--- src/rtl/vedic_pp_sum_seq.sv ---
// Folds the four HALF_W x HALF_W partial products into the 2*PP_W product with three adds on one shared registered adder.
// Latency 1+3*(1+L) cycles for adder latency L; start is ignored while busy. VEDIC_SEQ_ERR_EN adds a per-add adder_done timeout.
module vedic_pp_sum_seq #(
    parameter int HALF_W  = 16,
    parameter int TIMEOUT = 15,
    localparam int PP_W   = 2 * HALF_W
) (
    input  logic              clk,
    input  logic              reset,
    input  logic              start,
    input  logic [PP_W-1:0]   pp0,
    input  logic [PP_W-1:0]   pp1,
    input  logic [PP_W-1:0]   pp2,
    input  logic [PP_W-1:0]   pp3,
    output logic              busy,
    output logic              done,
    output logic [2*PP_W-1:0] product_out,
    output logic [PP_W-1:0]   adder_a,
    output logic [PP_W-1:0]   adder_b,
    output logic              adder_do,
    input  logic [PP_W:0]     adder_res,
    input  logic              adder_done,
    output logic              err
);

    typedef enum logic [1:0] {
        S_IDLE  = 2'd0,
        S_ISSUE = 2'd1,
        S_WAIT  = 2'd2
    } state_t;

    state_t            state_q, state_d;
    logic [1:0]        step_q, step_d;
    logic              busy_q, busy_d;
    logic              done_q, done_d;
    logic              err_q, err_d;
    logic [PP_W-1:0]   pp0_q, pp1_q, pp2_q, pp3_q;
    logic [PP_W-1:0]   s1_q;
    logic [PP_W:0]     s2_q;
    logic [2*PP_W-1:0] product_q;
    logic              timeout;

`ifdef VEDIC_SEQ_ERR_EN
    localparam int CNT_W = $clog2(TIMEOUT + 1);
    logic [CNT_W-1:0] cnt_q;

    // Counter restarts on every entry to WAIT since it is held at zero in ISSUE.
    assign timeout = (state_q == S_WAIT) && !adder_done && (cnt_q == CNT_W'(TIMEOUT - 1));

    always_ff @(posedge clk or negedge reset) begin
        if (!reset) begin
            cnt_q <= '0;
        end else if (state_q != S_WAIT) begin
            cnt_q <= '0;
        end else if (!adder_done) begin
            cnt_q <= cnt_q + CNT_W'(1);
        end
    end
`else
    assign timeout = 1'b0;
`endif

    always_comb begin
        state_d = state_q;
        step_d  = step_q;
        busy_d  = busy_q;
        done_d  = 1'b0;
        err_d   = 1'b0;
        case (state_q)
            S_IDLE: begin
                if (start) begin
                    state_d = S_ISSUE;
                    step_d  = 2'd0;
                    busy_d  = 1'b1;
                end
            end
            S_ISSUE: begin
                state_d = S_WAIT;
            end
            S_WAIT: begin
                if (adder_done) begin
                    if (step_q == 2'd2) begin
                        state_d = S_IDLE;
                        busy_d  = 1'b0;
                        done_d  = 1'b1;
                    end else begin
                        state_d = S_ISSUE;
                        step_d  = step_q + 2'd1;
                    end
                end else if (timeout) begin
                    state_d = S_IDLE;
                    busy_d  = 1'b0;
                    err_d   = 1'b1;
                end
            end
            default: begin
                state_d = S_IDLE;
                busy_d  = 1'b0;
            end
        endcase
    end

    always_ff @(posedge clk or negedge reset) begin
        if (!reset) begin
            state_q <= S_IDLE;
            step_q  <= 2'd0;
            busy_q  <= 1'b0;
            done_q  <= 1'b0;
            err_q   <= 1'b0;
        end else begin
            state_q <= state_d;
            step_q  <= step_d;
            busy_q  <= busy_d;
            done_q  <= done_d;
            err_q   <= err_d;
        end
    end

    // s1 never exceeds PP_W bits, so its carry bit is dropped at capture.
    always_ff @(posedge clk or negedge reset) begin
        if (!reset) begin
            pp0_q     <= '0;
            pp1_q     <= '0;
            pp2_q     <= '0;
            pp3_q     <= '0;
            s1_q      <= '0;
            s2_q      <= '0;
            product_q <= '0;
        end else begin
            if (state_q == S_IDLE && start) begin
                pp0_q <= pp0;
                pp1_q <= pp1;
                pp2_q <= pp2;
                pp3_q <= pp3;
            end
            if (state_q == S_WAIT && adder_done) begin
                case (step_q)
                    2'd0:    s1_q <= adder_res[PP_W-1:0];
                    2'd1:    s2_q <= adder_res;
                    2'd2:    product_q <= {adder_res[PP_W-1:0], s2_q[HALF_W-1:0], pp0_q[HALF_W-1:0]};
                    default: ;
                endcase
            end
        end
    end

    // Operands depend only on step and captured state, so they stay stable throughout WAIT.
    always_comb begin
        adder_a = '0;
        adder_b = '0;
        if (state_q != S_IDLE) begin
            case (step_q)
                2'd0: begin
                    adder_a = pp1_q;
                    adder_b = {{HALF_W{1'b0}}, pp0_q[PP_W-1:HALF_W]};
                end
                2'd1: begin
                    adder_a = pp2_q;
                    adder_b = s1_q;
                end
                default: begin
                    adder_a = pp3_q;
                    adder_b = {{(HALF_W-1){1'b0}}, s2_q[PP_W:HALF_W]};
                end
            endcase
        end
    end

    assign adder_do    = (state_q == S_ISSUE);
    assign busy        = busy_q;
    assign done        = done_q;
    assign product_out = product_q;
    assign err         = err_q;

endmodule
--- config.mk ---
export PLATFORM = sky130hd
export DESIGN_NAME = vedic_pp_sum_seq
export DESIGN_NICKNAME = d
export VERILOG_FILES = /design/src/rtl/vedic_pp_sum_seq.sv
export SDC_FILE = /design/constraint.sdc
export NUM_CORES = 1
export LEC_CHECK = 0
export CAP_MARGIN = 5
export CORE_MARGIN = 3
export CORE_UTILIZATION = 44
export DETAILED_ROUTE_END_ITERATION = 7
export PLACE_DENSITY = 0.74
export SLEW_MARGIN = 40
export SYNTH_ARGS = -nofsm -noshare
export SYNTH_HDL_FRONTEND = slang
export SYNTH_SLANG_ARGS = --single-unit
--- constraint.sdc ---
create_clock -name clk -period 4.63 [get_ports clk]
set_input_delay 0.926 -clock clk [delete_from_list [all_inputs] [get_ports clk]]
set_output_delay 0.926 -clock clk [all_outputs]
set_load 0.02 [all_outputs]
==> impl_table.tex, run 1 <==
\begin{tabular}{lr}
\hline
Metric & Value \\
\hline
\multicolumn{2}{l}{\textbf{Status}} \\
Result of the run & complete, no violations \\
\multicolumn{2}{l}{\textbf{Worst setup path}} \\
WP buf/inv & 3 \\
R2r worst-path depth & 4 \\
Delay-heaviest family, CP & buffers and inverters \\
Cell chain of the critical path & inv\_1, ha\_2, buf\_4, a221oi\_1, nor3\_1, clkdlybuf4s50\_1 \\
Endpoint arrival time on the critical path & 3.15 ns \\
Total number of cells along the worst setup path & 6 \\
Crit start category & flip-flop \\
Largest fanout on the critical path & 28 \\
Worst path max stage delay & 0.67 ns \\
Data required, critical path & $\sim$3.7 ns \\
CP Class & flip-flop to output pin \\
Sort of element at the end of the critical path & output pin \\
Worst-path cell with the longest stage delay & sky130\_fd\_sc\_hd\_\_clkdlybuf4s50\_1 \\
\multicolumn{2}{l}{\textbf{Logic synthesis}} \\
Instance count of the mapped netlist & roughly 770 \\
Post-synthesis register bit count & 263 \\
Sequential cell area fraction in the yosys report & 59.3\% \\
Total of warnings raised by yosys & 0 \\
Share of async-settable or async-resettable flops after synthesis & 100\% \\
Netlist cell types & 26 \\
Post-synthesis instance area & 11100 µm² \\
Number of enable-type register cells in the synthesized netlist & 0 \\
Mean Syn Cell Area & 14.4 µm² \\
Primary FF master, synth & sky130\_fd\_sc\_hd\_\_dfrtp\_1 \\
Net Count, Synth & 939 \\
\multicolumn{2}{l}{\textbf{Clock tree}} \\
Clock insertion delay at the later pin of the skew report & 0.53 ns \\
Max H-tree Level & 1 \\
Number of setup buffers added after CTS & 0 \\
Root cell of the clock tree & sky130\_fd\_sc\_hd\_\_clkbuf\_16 \\
Number of buffers inserted by hold repair at cts & 0 \\
TritonCTS sink count & $\sim$260 \\
CTS tree & built \\
Maximum buffer depth of the clock tree & 3 \\
Post-CTS resize count & 0 \\
Clock slew at the register clock pins of the worst setup and hold paths & around 0.060 ns \\
Number of clock buffers inserted by TritonCTS & 29 \\
\multicolumn{2}{l}{\textbf{Drt}} \\
Residual DRC count & 0 \\
Via count & 7533 \\
Antenna Nets Post-Route & 0 \\
Overall routed net length & 29500 µm \\
Detailed-route vias per instance & 5.38 \\
Number of DRC markers in iteration 0 & 418 \\
Detailed Routing Iterations Pass 1 & 4 \\
Average wire per standard cell & 21.1 µm \\
\multicolumn{2}{l}{\textbf{Power and ir drop}} \\
Cell-internal power & around 7300 µW \\
Power per standard cell area & 739 nW/µm² \\
Combinational power share & 45.5\% \\
Share of total power in the clock network & 20.2\% \\
Net switching component of the power & 4010 µW \\
Net switching fraction of the power & 35.3\% \\
Max IR drop VDD & between 0.4 and 0.5 mV \\
Power, Total & between 10000 and 15000 µW \\
Flop pwr share & about a third \\
Leakage component of the power & 0.00672 µW \\
\multicolumn{2}{l}{\textbf{GRT}} \\
Total routing resource utilization after global routing & 21.4\% \\
Fraction of met3 tracks used by global routing & 5.69\% \\
Congestion Overflow GR & 0 \\
Number of antenna violations at the first check in global routing & 2 \\
Wire length of the first global-routing pass & 45300 µm \\
Largest net degree at the start of global routing & 78 \\
Grt met2 use & about a third \\
Most used routing layer in global routing & met2 \\
Global-route track usage on met1 & between 20\% and 30\% \\
Number of global-route vias before repair & 7913 \\
\multicolumn{2}{l}{\textbf{STA}} \\
Final period util & 88.0\% \\
Final critical delay including setup and external delays & 4.07 ns \\
Final Slew Violations & 0 \\
Worst-case hold slack & 0.320 ns \\
Max frequency & 0.245 GHz \\
Max transition margin & 48.1\% \\
Slew at the pin closest to its max-slew limit & approximately 0.78 ns \\
Final hold vios & 0 \\
Accumulated negative setup slack & 0 ns \\
Total of endpoints with negative setup slack in the final report & 0 \\
Setup slack after layout & 0.556 ns \\
Worst-case clock skew & 0.0146 ns \\
Setup repair after global routing missed its margin & false \\
\multicolumn{2}{l}{\textbf{Job}} \\
Maximum Capacitance Violations & 0 \\
\multicolumn{2}{l}{\textbf{Layout}} \\
Net count of the finished layout & 1229 \\
Ratio of cells with drive above 1 in the final layout & 30.7\% \\
Non-filler instance count after layout & 1399 \\
Relative area change from synthesis to final layout & 38.2\% \\
\multicolumn{2}{l}{\textbf{Die}} \\
Starting density of the core & 45.2\% \\
IO Count & 297 \\
Overall die width & 165 µm \\
Die Y-Extent & 165 µm \\
CORE AREA & between 20000 and 25000 µm² \\
Number of rows in the core area & 57 \\
Die Outline Area & 27200 µm² \\
\multicolumn{2}{l}{\textbf{Place}} \\
Number of port buffers & approximately 300 \\
Number of placed cells counting well taps & 1352 \\
DP Wirelength & 20400 µm \\
Worst setup slack after placement & 1.06 ns \\
RD Place Congestion & 0.785 \\
\multicolumn{2}{l}{\textbf{Worst hold path}} \\
Hold Crit Class & primary input to asynchronous set/reset pin \\
\hline
\end{tabular}
[power groups by stage]
stage | clock network, µW | logic [µW] | registers [µW]
finish | 2290 | 5160 | 3900
global route | 2440 | 5530 | 4010
CTS | 2350 | 5220 | 3890
detailed placement | 0 | 5200 | 3920
global placement | 0 | 5120 | 3880
floorplan | 0 | 2970 | 3920
[cells by family after synthesis]
family | share of synthesized area (%)
AOI/OAI and AO/OA | 4.05
adders and majority gates | 0.564
buffers and inverters | 2.69
DFF | 59.3
muxes | 27.7
other | 0.0338
and+or+nand+nor | 5.63
[per-stage QoR]
step	instance area, µm²	utilization (%)
after floorplan	11100	-
after global placement	14400	58.5
after detailed placement	14400	58.7
after CTS	15300	62.5
after global routing	15300	62.5
final	15300	62.5
[final cells by class]
class                   instances  area (µm²)
clock buffers                  38         790
well taps                     324         405
clock inverters                 8         144
inverters                       4        15.0
fillers                      1878        9190
diodes                          1        2.50
flip-flops and latches        263        6580
multi-input cells             446        4270
repair buffers                315        3130
[cells in the mapped netlist (5+ instances only)]
master,n,area [µm²]
sky130_fd_sc_hd__a221oi_1,48,420
sky130_fd_sc_hd__and3_1,15,93.8
sky130_fd_sc_hd__buf_1,5,18.8
sky130_fd_sc_hd__buf_2,23,115
sky130_fd_sc_hd__buf_6,5,56.3
sky130_fd_sc_hd__clkbuf_1,21,78.8
sky130_fd_sc_hd__dfrtp_1,263,6580
sky130_fd_sc_hd__ha_1,5,62.6
sky130_fd_sc_hd__mux2_2,208,2340
sky130_fd_sc_hd__mux2_4,49,736
sky130_fd_sc_hd__nand2_1,6,22.5
sky130_fd_sc_hd__nor2_1,51,191
sky130_fd_sc_hd__nor3_1,48,240
[cells in the final DEF (no fill, tap or decap), drive strengths merged]
cell	instances
nor2	51
a21oi	1
conb	1
nor3	48
clkbuf	38
nor2b	2
or2	4
buf	21
clkinv	3
nor3b	2
mux2	257
nor4bb	1
clkdlybuf4s50	294
a221oi	48
inv	5
and3	15
a22oi	1
o22ai	1
nand2	6
dfrtp	263
diode	1
and3b	1
bufinv	4
ha	5
o21ai	2
[registers in the layout, summed over array words and instances, names as in the netlist, 32 cells and up]
| register | flops |
|---|---|
| s1_q | 32 |
| s2_q | 33 |
| pp2_q | 32 |
| pp3_q | 32 |
| pp1_q | 32 |
| pp0_q | 32 |
| product_out | 64 |
[worst paths after layout]
path / startpoint / end / slack [ns]
min reg2reg: pp0_q[14]$_DFFE_PN0P_ / product_out[14]$_DFFE_PN0P_ / 0.50
min in group clk: pp0_q[14]$_DFFE_PN0P_ / product_out[14]$_DFFE_PN0P_ / 0.50
min: reset / pp0_q[15]$_DFFE_PN0P_ / 0.32
max in group asynchronous: reset / s2_q[19]$_DFFE_PN0P_ / 3.25
max: step_q[1]$_DFFE_PN0P_ / adder_a[13] / 0.56
max reg2reg: state_q[1]$_DFFE_PN0P_ / product_out[60]$_DFFE_PN0P_ / 2.36
[routing by layer]
| metal | up-vias | wire, µm |
|---|---|---|
| met1 | 3828 | 12600 |
| met5 | - | 12 |
| met4 | 2 | 913 |
| li1 | 3376 | - |
| met2 | 276 | 13800 |
| met3 | 51 | 2280 |
(Power assumes the default switching activity.)
==> run 2: changes to the inputs <==
--- a/config.mk
+++ b/config.mk
@@ -9,6 +9,7 @@
 export CORE_MARGIN = 3
 export CORE_UTILIZATION = 44
 export DETAILED_ROUTE_END_ITERATION = 7
+export HOLD_SLACK_MARGIN = 0.05
 export PLACE_DENSITY = 0.74
 export SLEW_MARGIN = 40
 export SYNTH_ARGS = -nofsm -noshare
==> results of run 2 <==
No change in the layout: final DEF, timing and power equal those of run 1.
